==> src/rtl/capture_reader.sv <==
// Receives the capture stage's framed serial dump into a host-readable byte buffer.
// Requests the dump with a one-cycle sbf pulse and reports byte count and errors.
module capture_reader #(
    parameter int NBYTES  = 32,
    parameter int AW      = 5,
    parameter int TIMEOUT = 64
) (
    input  logic          clk,
    input  logic          reset,
    input  logic          arm,
    input  logic          trd,
    input  logic          cd,
    input  logic          sd,
    output logic          sbf,
    input  logic [AW-1:0] rd_addr,
    output logic [7:0]    rd_data,
    output logic          busy,
    output logic          done,
    output logic [AW:0]   byte_count,
    output logic          frame_err,
    output logic          timeout_err
);

    typedef enum logic [2:0] {
        S_IDLE,
        S_REQ,
        S_WAIT,
        S_DATA,
        S_STOP,
        S_DONE
    } state_t;

    localparam int IW = $clog2(TIMEOUT + 1);
    localparam logic [AW:0]   NB_W = (AW + 1)'(NBYTES);
    localparam logic [IW-1:0] TO_W = IW'(TIMEOUT);

    state_t        state_q, state_d;
    logic          sbf_q, sbf_d;
    logic          busy_q, busy_d;
    logic          done_q, done_d;
    logic [AW:0]   byte_count_q, byte_count_d;
    logic          frame_err_q, frame_err_d;
    logic          timeout_err_q, timeout_err_d;
    logic [2:0]    bit_idx_q, bit_idx_d;
    logic [IW-1:0] idle_cnt_q, idle_cnt_d;
    logic [7:0]    shreg_q, shreg_d;
    logic [7:0]    rd_data_q;
    logic          we;

    logic [7:0] buf_mem [2**AW];

    always_comb begin
        state_d       = state_q;
        sbf_d         = sbf_q;
        busy_d        = busy_q;
        done_d        = done_q;
        byte_count_d  = byte_count_q;
        frame_err_d   = frame_err_q;
        timeout_err_d = timeout_err_q;
        bit_idx_d     = bit_idx_q;
        idle_cnt_d    = idle_cnt_q;
        shreg_d       = shreg_q;
        we            = 1'b0;

        unique case (state_q)
            S_IDLE, S_DONE: begin
                if (arm && trd) begin
                    state_d       = S_REQ;
                    sbf_d         = 1'b1;
                    busy_d        = 1'b1;
                    done_d        = 1'b0;
                    byte_count_d  = '0;
                    frame_err_d   = 1'b0;
                    timeout_err_d = 1'b0;
                    idle_cnt_d    = '0;
                end
            end
            S_REQ: begin
                sbf_d      = 1'b0;
                idle_cnt_d = '0;
                state_d    = S_WAIT;
            end
            S_WAIT: begin
                if (!sd) begin
                    state_d    = S_DATA;
                    bit_idx_d  = '0;
                    idle_cnt_d = '0;
                end else if (cd) begin
                    state_d = S_DONE;
                    done_d  = 1'b1;
                    busy_d  = 1'b0;
                end else begin
                    idle_cnt_d = idle_cnt_q + 1'b1;
                    if (idle_cnt_d == TO_W) begin
                        state_d       = S_DONE;
                        done_d        = 1'b1;
                        busy_d        = 1'b0;
                        timeout_err_d = 1'b1;
                    end
                end
            end
            S_DATA: begin
                shreg_d   = {shreg_q[6:0], sd};
                bit_idx_d = bit_idx_q + 1'b1;
                if (bit_idx_q == 3'd7) begin
                    state_d = S_STOP;
                end
            end
            S_STOP: begin
                idle_cnt_d = '0;
                if (sd) begin
                    we           = 1'b1;
                    byte_count_d = byte_count_q + 1'b1;
                    if (byte_count_d == NB_W) begin
                        state_d = S_DONE;
                        done_d  = 1'b1;
                        busy_d  = 1'b0;
                    end else begin
                        state_d = S_WAIT;
                    end
                end else begin
                    // a low stop bit is consumed here, never taken as a start bit
                    frame_err_d = 1'b1;
                    state_d     = S_WAIT;
                end
            end
            default: state_d = S_IDLE;
        endcase
    end

    always_ff @(posedge clk or posedge reset) begin
        if (reset) begin
            state_q       <= S_IDLE;
            sbf_q         <= 1'b0;
            busy_q        <= 1'b0;
            done_q        <= 1'b0;
            byte_count_q  <= '0;
            frame_err_q   <= 1'b0;
            timeout_err_q <= 1'b0;
            bit_idx_q     <= '0;
            idle_cnt_q    <= '0;
            shreg_q       <= '0;
            rd_data_q     <= '0;
        end else begin
            state_q       <= state_d;
            sbf_q         <= sbf_d;
            busy_q        <= busy_d;
            done_q        <= done_d;
            byte_count_q  <= byte_count_d;
            frame_err_q   <= frame_err_d;
            timeout_err_q <= timeout_err_d;
            bit_idx_q     <= bit_idx_d;
            idle_cnt_q    <= idle_cnt_d;
            shreg_q       <= shreg_d;
            rd_data_q     <= buf_mem[rd_addr];
        end
    end

    always_ff @(posedge clk) begin
        if (we) begin
            buf_mem[byte_count_q[AW-1:0]] <= shreg_q;
        end
    end

    assign sbf         = sbf_q;
    assign busy        = busy_q;
    assign done        = done_q;
    assign byte_count  = byte_count_q;
    assign frame_err   = frame_err_q;
    assign timeout_err = timeout_err_q;
    assign rd_data     = rd_data_q;

endmodule

==> config.mk <==
export PLATFORM = sky130hd
export DESIGN_NAME = capture_reader
export DESIGN_NICKNAME = d
export VERILOG_FILES = /design/src/rtl/capture_reader.sv
export SDC_FILE = /design/constraint.sdc
export NUM_CORES = 1
export LEC_CHECK = 0
export CAP_MARGIN = 20
export CORE_MARGIN = 10
export CORE_UTILIZATION = 35
export DETAILED_ROUTE_END_ITERATION = 10
export PLACE_DENSITY_LB_ADDON = 0.15
export SYNTH_ARGS = -nofsm -noshare
export SYNTH_HDL_FRONTEND = slang
export SYNTH_SLANG_ARGS = --single-unit
==> constraint.sdc <==
create_clock -name clk -period 2.6 [get_ports clk]
set_clock_uncertainty 0.2 [all_clocks]
set_input_delay 0.52 -clock clk [delete_from_list [all_inputs] [get_ports clk]]
set_output_delay 0.52 -clock clk [all_outputs]
set_load 0.02 [all_outputs]
==> results of run 1 <==
## metrics by stage
| stage | worst slack [ps] | power [mW] | setup TNS (ps) | instance area, µm² |
|---|---|---|---|---|
| after floorplan | 71.7 | 7.34 | 0 | 11800 |
| after global placement | -149 | 8.26 | -5970 | 13100 |
| after detailed placement | -179 | 8.34 | -8980 | 13100 |
| after CTS | 88.6 | 13.0 | 0 | 14200 |
| after global routing | 18.8 | 13.5 | 0 | 14300 |
| final | 123 | 13.0 | 0 | 14300 |
## registers in the layout, summed over array words and instances (netlist names)
signal       cells
frame_err        1
done             1
rd_data          8
state_q          3
sbf              1
shreg_q          8
busy             1
bit_idx_q        3
timeout_err      1
idle_cnt_q       7
buf_mem        256
byte_count       6
## final cells by class
type | count | share of cell area [%]
timing repair buffer | 92 | 6.51
multi-input combinational | 266 | 20.8
clock buffer | 50 | 6.75
clock inverter | 9 | 0.833
sequential | 296 | 60.9
tap | 448 | 3.93
inverter | 8 | 0.211
## placed cells by master, fill, tap and decap left out, types with 5 or more instances in the layout
cell             instances
a21oi_1                  9
buf_12                   9
buf_4                   52
clkbuf_1                12
clkbuf_16               35
clkdlybuf4s50_1         27
clkinv_1                 5
dfrtp_1                 39
edfxtp_1               256
ha_1                     8
inv_1                    7
mux2_2                  16
mux4_2                  80
nand2_1                 18
nand2b_1                 6
nand3_1                  8
nor2_1                  45
nor3_1                   6
o21ai_0                 16
## repair_timing
| item | 4_1_cts | 5_1_grt |
|---|---|---|
| hold buffers | 0 | 0 |
| resized for setup | 0 | 1 |
| endpoints found under the hold margin | 0 | 0 |
| endpoints found under the setup margin | 0 | 1 |
## metal layers
metal,GRT usage [%],wire length (µm),vias to the layer above
li1,-,-,2645
met1,17.7,12000,3168
met2,21.1,13000,164
met3,2.57,1310,38
met4,3.22,414,0
met5,0,0,-
## synth_stat cells (all sizes together) (2+ instances only)
master,number,share of area (%)
o22ai,2,0.11
nand2b,6,0.32
dfrtp,40,8.5
buf,19,0.88
o211ai,2,0.13
a32o,3,0.25
o31ai,3,0.19
nand3b,4,0.25
nand4,2,0.11
a21oi,9,0.38
xor2,2,0.15
nor3,6,0.25
o41ai,2,0.15
edfxtp,256,65
mux2,16,1.5
mux4,80,15
nand2,18,0.57
or2,2,0.11
nand3,8,0.34
and2,4,0.21
nor4b,2,0.15
o21ai,16,0.68
inv,8,0.25
clkbuf,10,0.32
a22o,2,0.15
a221oi,3,0.22
nor2b,3,0.16
or3,3,0.16
nor2,45,1.4
ha,8,0.85
## cells by family after synthesis
group | count (synthesis)
mux | 96
xor+xnor | 2
buf+inv | 37
fa+ha+maj | 8
compound gates | 55
flops | 296
simple gates | 105
## worst max path at each step
stage                                to                 startpoint  slack, ps  cells after the start
6_report                  byte_count[4]  byte_count[4]$_DFFE_PP0P_        120                      1
5_1_grt                   byte_count[4]  byte_count[4]$_DFFE_PP0P_         20                      1
4_1_cts                   byte_count[4]  byte_count[4]$_DFFE_PP0P_         90                      1
3_5_place_dp   buf_mem[13][1]$_DFFE_PP_                         sd       -180                      7
3_3_place_gp   buf_mem[15][7]$_DFFE_PP_                         sd       -150                      7
2_1_floorplan      rd_data[0]$_DFF_PP0_                 rd_addr[1]         70                      5
## power groups by stage
| stage | sequential [mW] | combinational [mW] | clock [mW] |
|---|---|---|---|
| global route | 6.15 | 2.40 | 4.95 |
| floorplan | 6.48 | 0.856 | 0 |
| detailed placement | 6.40 | 1.94 | 0 |
| finish | 6.12 | 2.20 | 4.64 |
| global placement | 6.37 | 1.88 | 0 |
| CTS | 6.30 | 1.94 | 4.76 |
==> metrics.md, run 1 <==
| Metric | Value |
|---|---|
| Fmax | `0.404 GHz` |
| Max-cap viol count | `0` |
| Worst-path maximum fanout | `12` |
| Die area | `~42,000 µm²` |
| Post-synth EDFFs | `256` |
| Share of total power in the clock network | `between 30% and 40%` |
| Clk_lat worst skew | `500 ps` |
| Rows | `between 60 and 70` |
| P_sw | `about 3.4 mW` |
| Fillers | `slightly below 3,000` |
| DRC errors left | `0` |
| Total number of vias | `about 6,000` |
| Clock period minus worst slack | `around 2500 ps` |
| Maximum VDD drop | `~0.00048 V` |
| Type of destination of the critical path | `output port` |
| Clock slew at reported path FFs | `50 ps` |
| TritonCTS Buffers | `34` |
| ANT nets after route | `0` |
| Crit Reg-Reg Endpoint | `buf_mem[15][0]$_DFFE_PP_` |
| Post-Synthesis Cells | `roughly 600` |
| Fraction of layout cells with a size suffix above 1 | `between 20 and 30%` |
| Warnings from Yosys | `0` |
| DP Wirelength | `roughly 17 mm` |
| Top delay family on crit path | `buffers and inverters` |
| Post CTS Setup Buffer Count | `0` |
| Seq/Total Area, Yosys | `between 70% and 80%` |
| Worst Hold Class | `in2async` |
| Final setup viols | `0` |
| Pin count of the biggest net entering global routing | `35` |
| Comb power frac | `17.0%` |
| Drt pass-1 iters | `4` |
| Synth Area per Inst | `19.8 µm²` |
| Grt total ovfl | `0` |
| Main synth FF type | `edfxtp_1` |
| DRT iter0 DRCs | `446` |
| Largest family of logic cells by synthesized area | `multiplexers` |
| Htree depth | `2` |
| Flops & latches, synth | `roughly 300` |
| Worst slew pin tran | `between 500 and 600 ps` |
| Chip height | `around 200 µm` |
| Post-Synth Simple-Gate Area | `approximately 4.2%` |
| CP startpoint kind | `flop` |
| Gpl congestion | `between 0.7 and 0.8` |
| Slew HR | `between 60% and 70%` |
| Crit-path max cell delay | `roughly 730 ps` |
| Register-to-register setup slack | `170 ps` |
| Crit-path cells | `clkdlybuf4s50_1` |
| Footprint of the multi-input gates | `just under 3000 µm²` |
| Fin nets | `a little over 700` |
| Ports | `30` |
| Crit path buffers/inverters | `1` |
| Crit path DAT | `1760 ps` |
| Syn nets | `just over 600` |
| Post-DR vias/cell | `~5.1` |
| RSZ-0062 raised after global routing | `no` |
| Internal power | `between 9 and 10 mW` |
| Number of global-route vias before repair | `about 6,300` |
| Switch share | `25.9%` |
| Synth Cell Area | `around 12,000 µm²` |
| P per Cell Area | `909 nW/µm²` |
| Synth Area in Compound Gates | `under 10%` |
| Routed WL | `between 20 and 30 mm` |
| Worst hold slack | `between 100 and 150 ps` |
| All-layer global routing usage | `a little over an eighth` |
| Root Driver | `clkbuf_16` |
| Area of the core | `roughly 33,000 µm²` |
| Synth Area in XOR/XNOR | `0.148%` |
| Die width | `slightly above 200 µm` |
| Outcome | `completed` |
| Leakage | `~4.8 nW` |
| Reg area | `between 8000 and 9000 µm²` |
| Critical R2R Launch | `state_q[2]$_DFFE_PP0P_` |
| Initial antenna violation count | `0` |
| Placed instance count | `between 1,000 and 1,500` |
| Post-synth cell types | `48` |
| Starting Density | `35.4%` |
| Port bufs | `29` |
| Required @ worst endpoint | `approximately 1900 ps` |
| Tcrit/Tclk final | `about 95%` |
| Ant diodes | `0` |
| First-pass GRT wire length | `around 41 mm` |
| Setup Crit Path Kind | `reg2out` |
| CP max-delay cell | `clkdlybuf4s50_1` |
| Final Max Tran Viols | `0` |
| Synthesized-area fraction occupied by adder cells | `less than 1%` |
| CTS tree | `yes` |
| Longest Clk Path Bufs | `3` |
| R2R depth | `6` |
| Area Overhead vs Synth | `20.5%` |
| Post-synthesis mux area share | `around 17%` |
| Total clock sinks | `just under 300` |
| Seq pwr share | `47.2%` |
| Non-filler cells, final | `roughly 1,200` |
| Drt wl/cell | `between 20 and 25 µm` |
| FFs w/ async S/R, synth | `about 14%` |
| Fin. Hold Viols | `0` |
| Post-layout util | `42.6%` |
Note: power is estimated with default switching activity, not from simulation.
==> inputs of run 2 (changes only) <==
--- a/config.mk
+++ b/config.mk
@@ -5,9 +5,9 @@
 export SDC_FILE = /design/constraint.sdc
 export NUM_CORES = 1
 export LEC_CHECK = 0
-export CAP_MARGIN = 20
 export CORE_MARGIN = 10
 export CORE_UTILIZATION = 35
+export CTS_CLUSTER_DIAMETER = 120
 export DETAILED_ROUTE_END_ITERATION = 10
 export PLACE_DENSITY_LB_ADDON = 0.15
 export SYNTH_ARGS = -nofsm -noshare
==> metrics.md, run 2 (synthesis results as in run 1) <==
| Metric | Value |
|---|---|
| Total power | `about 13 mW` |
| Fraction of layout cells with a size suffix above 1 | `28.8%` |
| Chip height | `204 µm` |
| Leakage | `between 4 and 5 nW` |
| P per Cell Area | `roughly 900 nW/µm²` |
| Total number of vias | `5,979` |
| CP max-delay cell | `clkdlybuf4s50_1` |
| Rows | `67` |
| Seq pwr share | `49.0%` |
| First-pass GRT wire length | `around 41 mm` |
| Max reg flops | `about 260` |
| Fillers | `roughly 2,900` |
| TritonCTS Buffers | `34` |
| Worst slew pin tran | `roughly 1200 ps` |
| Required @ worst endpoint | `~1900 ps` |
| ANT nets after route | `0` |
| Die width | `between 200 and 250 µm` |
| Internal power | `about 9.5 mW` |
| Clock period minus worst slack | `2480 ps` |
| Area of the core | `33,400 µm²` |
| DRT iter0 DRCs | `approximately 400` |
| Crit-path cells | `clkdlybuf4s50_1` |
| Outcome | `completed` |
| Comb power frac | `between 10 and 15%` |
| Most common cell after layout, fill and taps aside | `edfxtp_1` |
| Post-DR vias/cell | `just over 5` |
| Longest Clk Path Bufs | `3` |
| Root Driver | `clkbuf_16` |
| Setup Crit Path Kind | `reg2out` |
| Final Max Tran Viols | `0` |
| Starting Density | `35.4%` |
| RSZ-0062 raised after global routing | `no` |
| Worst-path maximum fanout | `12` |
| Drt pass-1 iters | `5` |
| P_sw | `between 3 and 4 mW` |
| Final setup viols | `0` |
| Drt wl/cell | `between 20 and 25 µm` |
| Most frequent cells in the layout | `256 x edfxtp_1, 80 x mux4_2, 52 x buf_4, 45 x nor2_1, 39 x dfrtp_1` |
| Die area | `41,600 µm²` |
| CP startpoint kind | `flop` |
| Routed WL | `between 20 and 30 mm` |
| Fin. Hold Viols | `0` |
| Fin nets | `714` |
| Switch share | `a little over a quarter` |
| Footprint of the multi-input gates | `roughly 3000 µm²` |
| Share of total power in the clock network | `between 30% and 40%` |
| Post-layout util | `42.4%` |
| Max-cap viol count | `0` |
| Clock slew at reported path FFs | `about 50 ps` |
| Slew HR | `roughly a fifth` |
| Type of destination of the critical path | `output port` |
| Worst Hold Class | `in2async` |
| Pin count of the biggest net entering global routing | `35` |
| Initial antenna violation count | `0` |
| Clk_lat worst skew | `approximately 500 ps` |
| Crit path DAT | `roughly 1800 ps` |
| Htree depth | `2` |
| Top delay family on crit path | `buffers and inverters` |
| DP Wirelength | `roughly 17 mm` |
| DRC errors left | `0` |
| Crit path buffers/inverters | `1` |
| Crit-path max cell delay | `between 700 and 800 ps` |
| Ant diodes | `0` |
| Gpl congestion | `0.770` |
| Total clock sinks | `roughly 300` |
| Port bufs | `29` |
| Reg area | `about 8700 µm²` |
| CTS tree | `yes` |
| Number of global-route vias before repair | `~6,300` |
| Grt total ovfl | `0` |
| Ports | `30` |
| Maximum VDD drop | `0.000476 V` |
| Area Overhead vs Synth | `19.8%` |
| Tcrit/Tclk final | `between 90 and 100%` |
| Fmax | `~0.40 GHz` |
| All-layer global routing usage | `13.0%` |
[run 2: cell count changes in the layout (fill, tap and decap cells not counted), sizes merged]
cell | before | now
buf | 65 | 62
[run 2: metal layers]
layer  vias up  global-route usage, %  share of wire [%]
met3        40                   2.57                5.1
met1      3128                   17.7                 45
met4         0                   3.22                1.5
met5         -                      0                  0
met2       172                   21.1                 49
li1       2639                      -                  -
[run 2: repair_timing]
action                     CTS  global route
buffers inserted             0             0
hold buffers                 0             0
resized for setup            0             1
setup endpoints to repair    0             1
[run 2: stage by stage]
step	cells	setup slack (ps)	setup TNS [ps]	area [µm²]	hold slack, ps
5_1_grt	1166	18.8	0	14200	116
3_5_place_dp	1107	-179	-8980	13100	272
6_report	1166	122	0	14200	102
3_3_place_gp	1107	-149	-5970	13100	266
4_1_cts	1166	88.6	0	14200	96.4
2_1_floorplan	599	71.7	0	11800	268
[run 2: final cells by class]
cell class | count | area share, %
sequential | 296 | 61.3
timing repair buffer | 89 | 5.97
tap | 448 | 3.95
clock buffer | 50 | 6.79
clock inverter | 9 | 0.838
inverter | 8 | 0.212
multi-input combinational | 266 | 21.0
[run 2: final timing paths]
path                       slack, ps                      start  cells after the start                   endpoint
hold reg to reg                  280     shreg_q[0]$_DFFE_PP0P_                      2     shreg_q[0]$_DFFE_PP0P_
setup reg to reg                 170     state_q[2]$_DFFE_PP0P_                      6   buf_mem[15][0]$_DFFE_PP_
max in group asynchronous       1570                      reset                      3     shreg_q[7]$_DFFE_PP0P_
hold / removal                   100                      reset                      2  idle_cnt_q[1]$_DFFE_PP0P_
setup / recovery                 120  byte_count[4]$_DFFE_PP0P_                      1              byte_count[4]
min in group clk                 280     shreg_q[0]$_DFFE_PP0P_                      2     shreg_q[0]$_DFFE_PP0P_
[run 2: power by group through the flow]
| stage | clock, mW | sequential, mW | combinational [mW] |
|---|---|---|---|
| 2_1_floorplan | 0 | 6.48 | 0.856 |
| 3_3_place_gp | 0 | 6.37 | 1.88 |
| 3_5_place_dp | 0 | 6.40 | 1.94 |
| 4_1_cts | 4.76 | 6.30 | 1.94 |
| 5_1_grt | 4.95 | 6.35 | 2.07 |
| 6_report | 4.64 | 6.29 | 1.90 |
==> inputs of run 3 (changes only) <==
--- a/config.mk
+++ b/config.mk
@@ -5,6 +5,7 @@
 export SDC_FILE = /design/constraint.sdc
 export NUM_CORES = 1
 export LEC_CHECK = 0
+export CAP_MARGIN = 20
 export CORE_MARGIN = 10
 export CORE_UTILIZATION = 35
 export CTS_CLUSTER_DIAMETER = 120
==> results of run 3 <==
The final DEF is identical to that of run 1; final timing and power are the same.
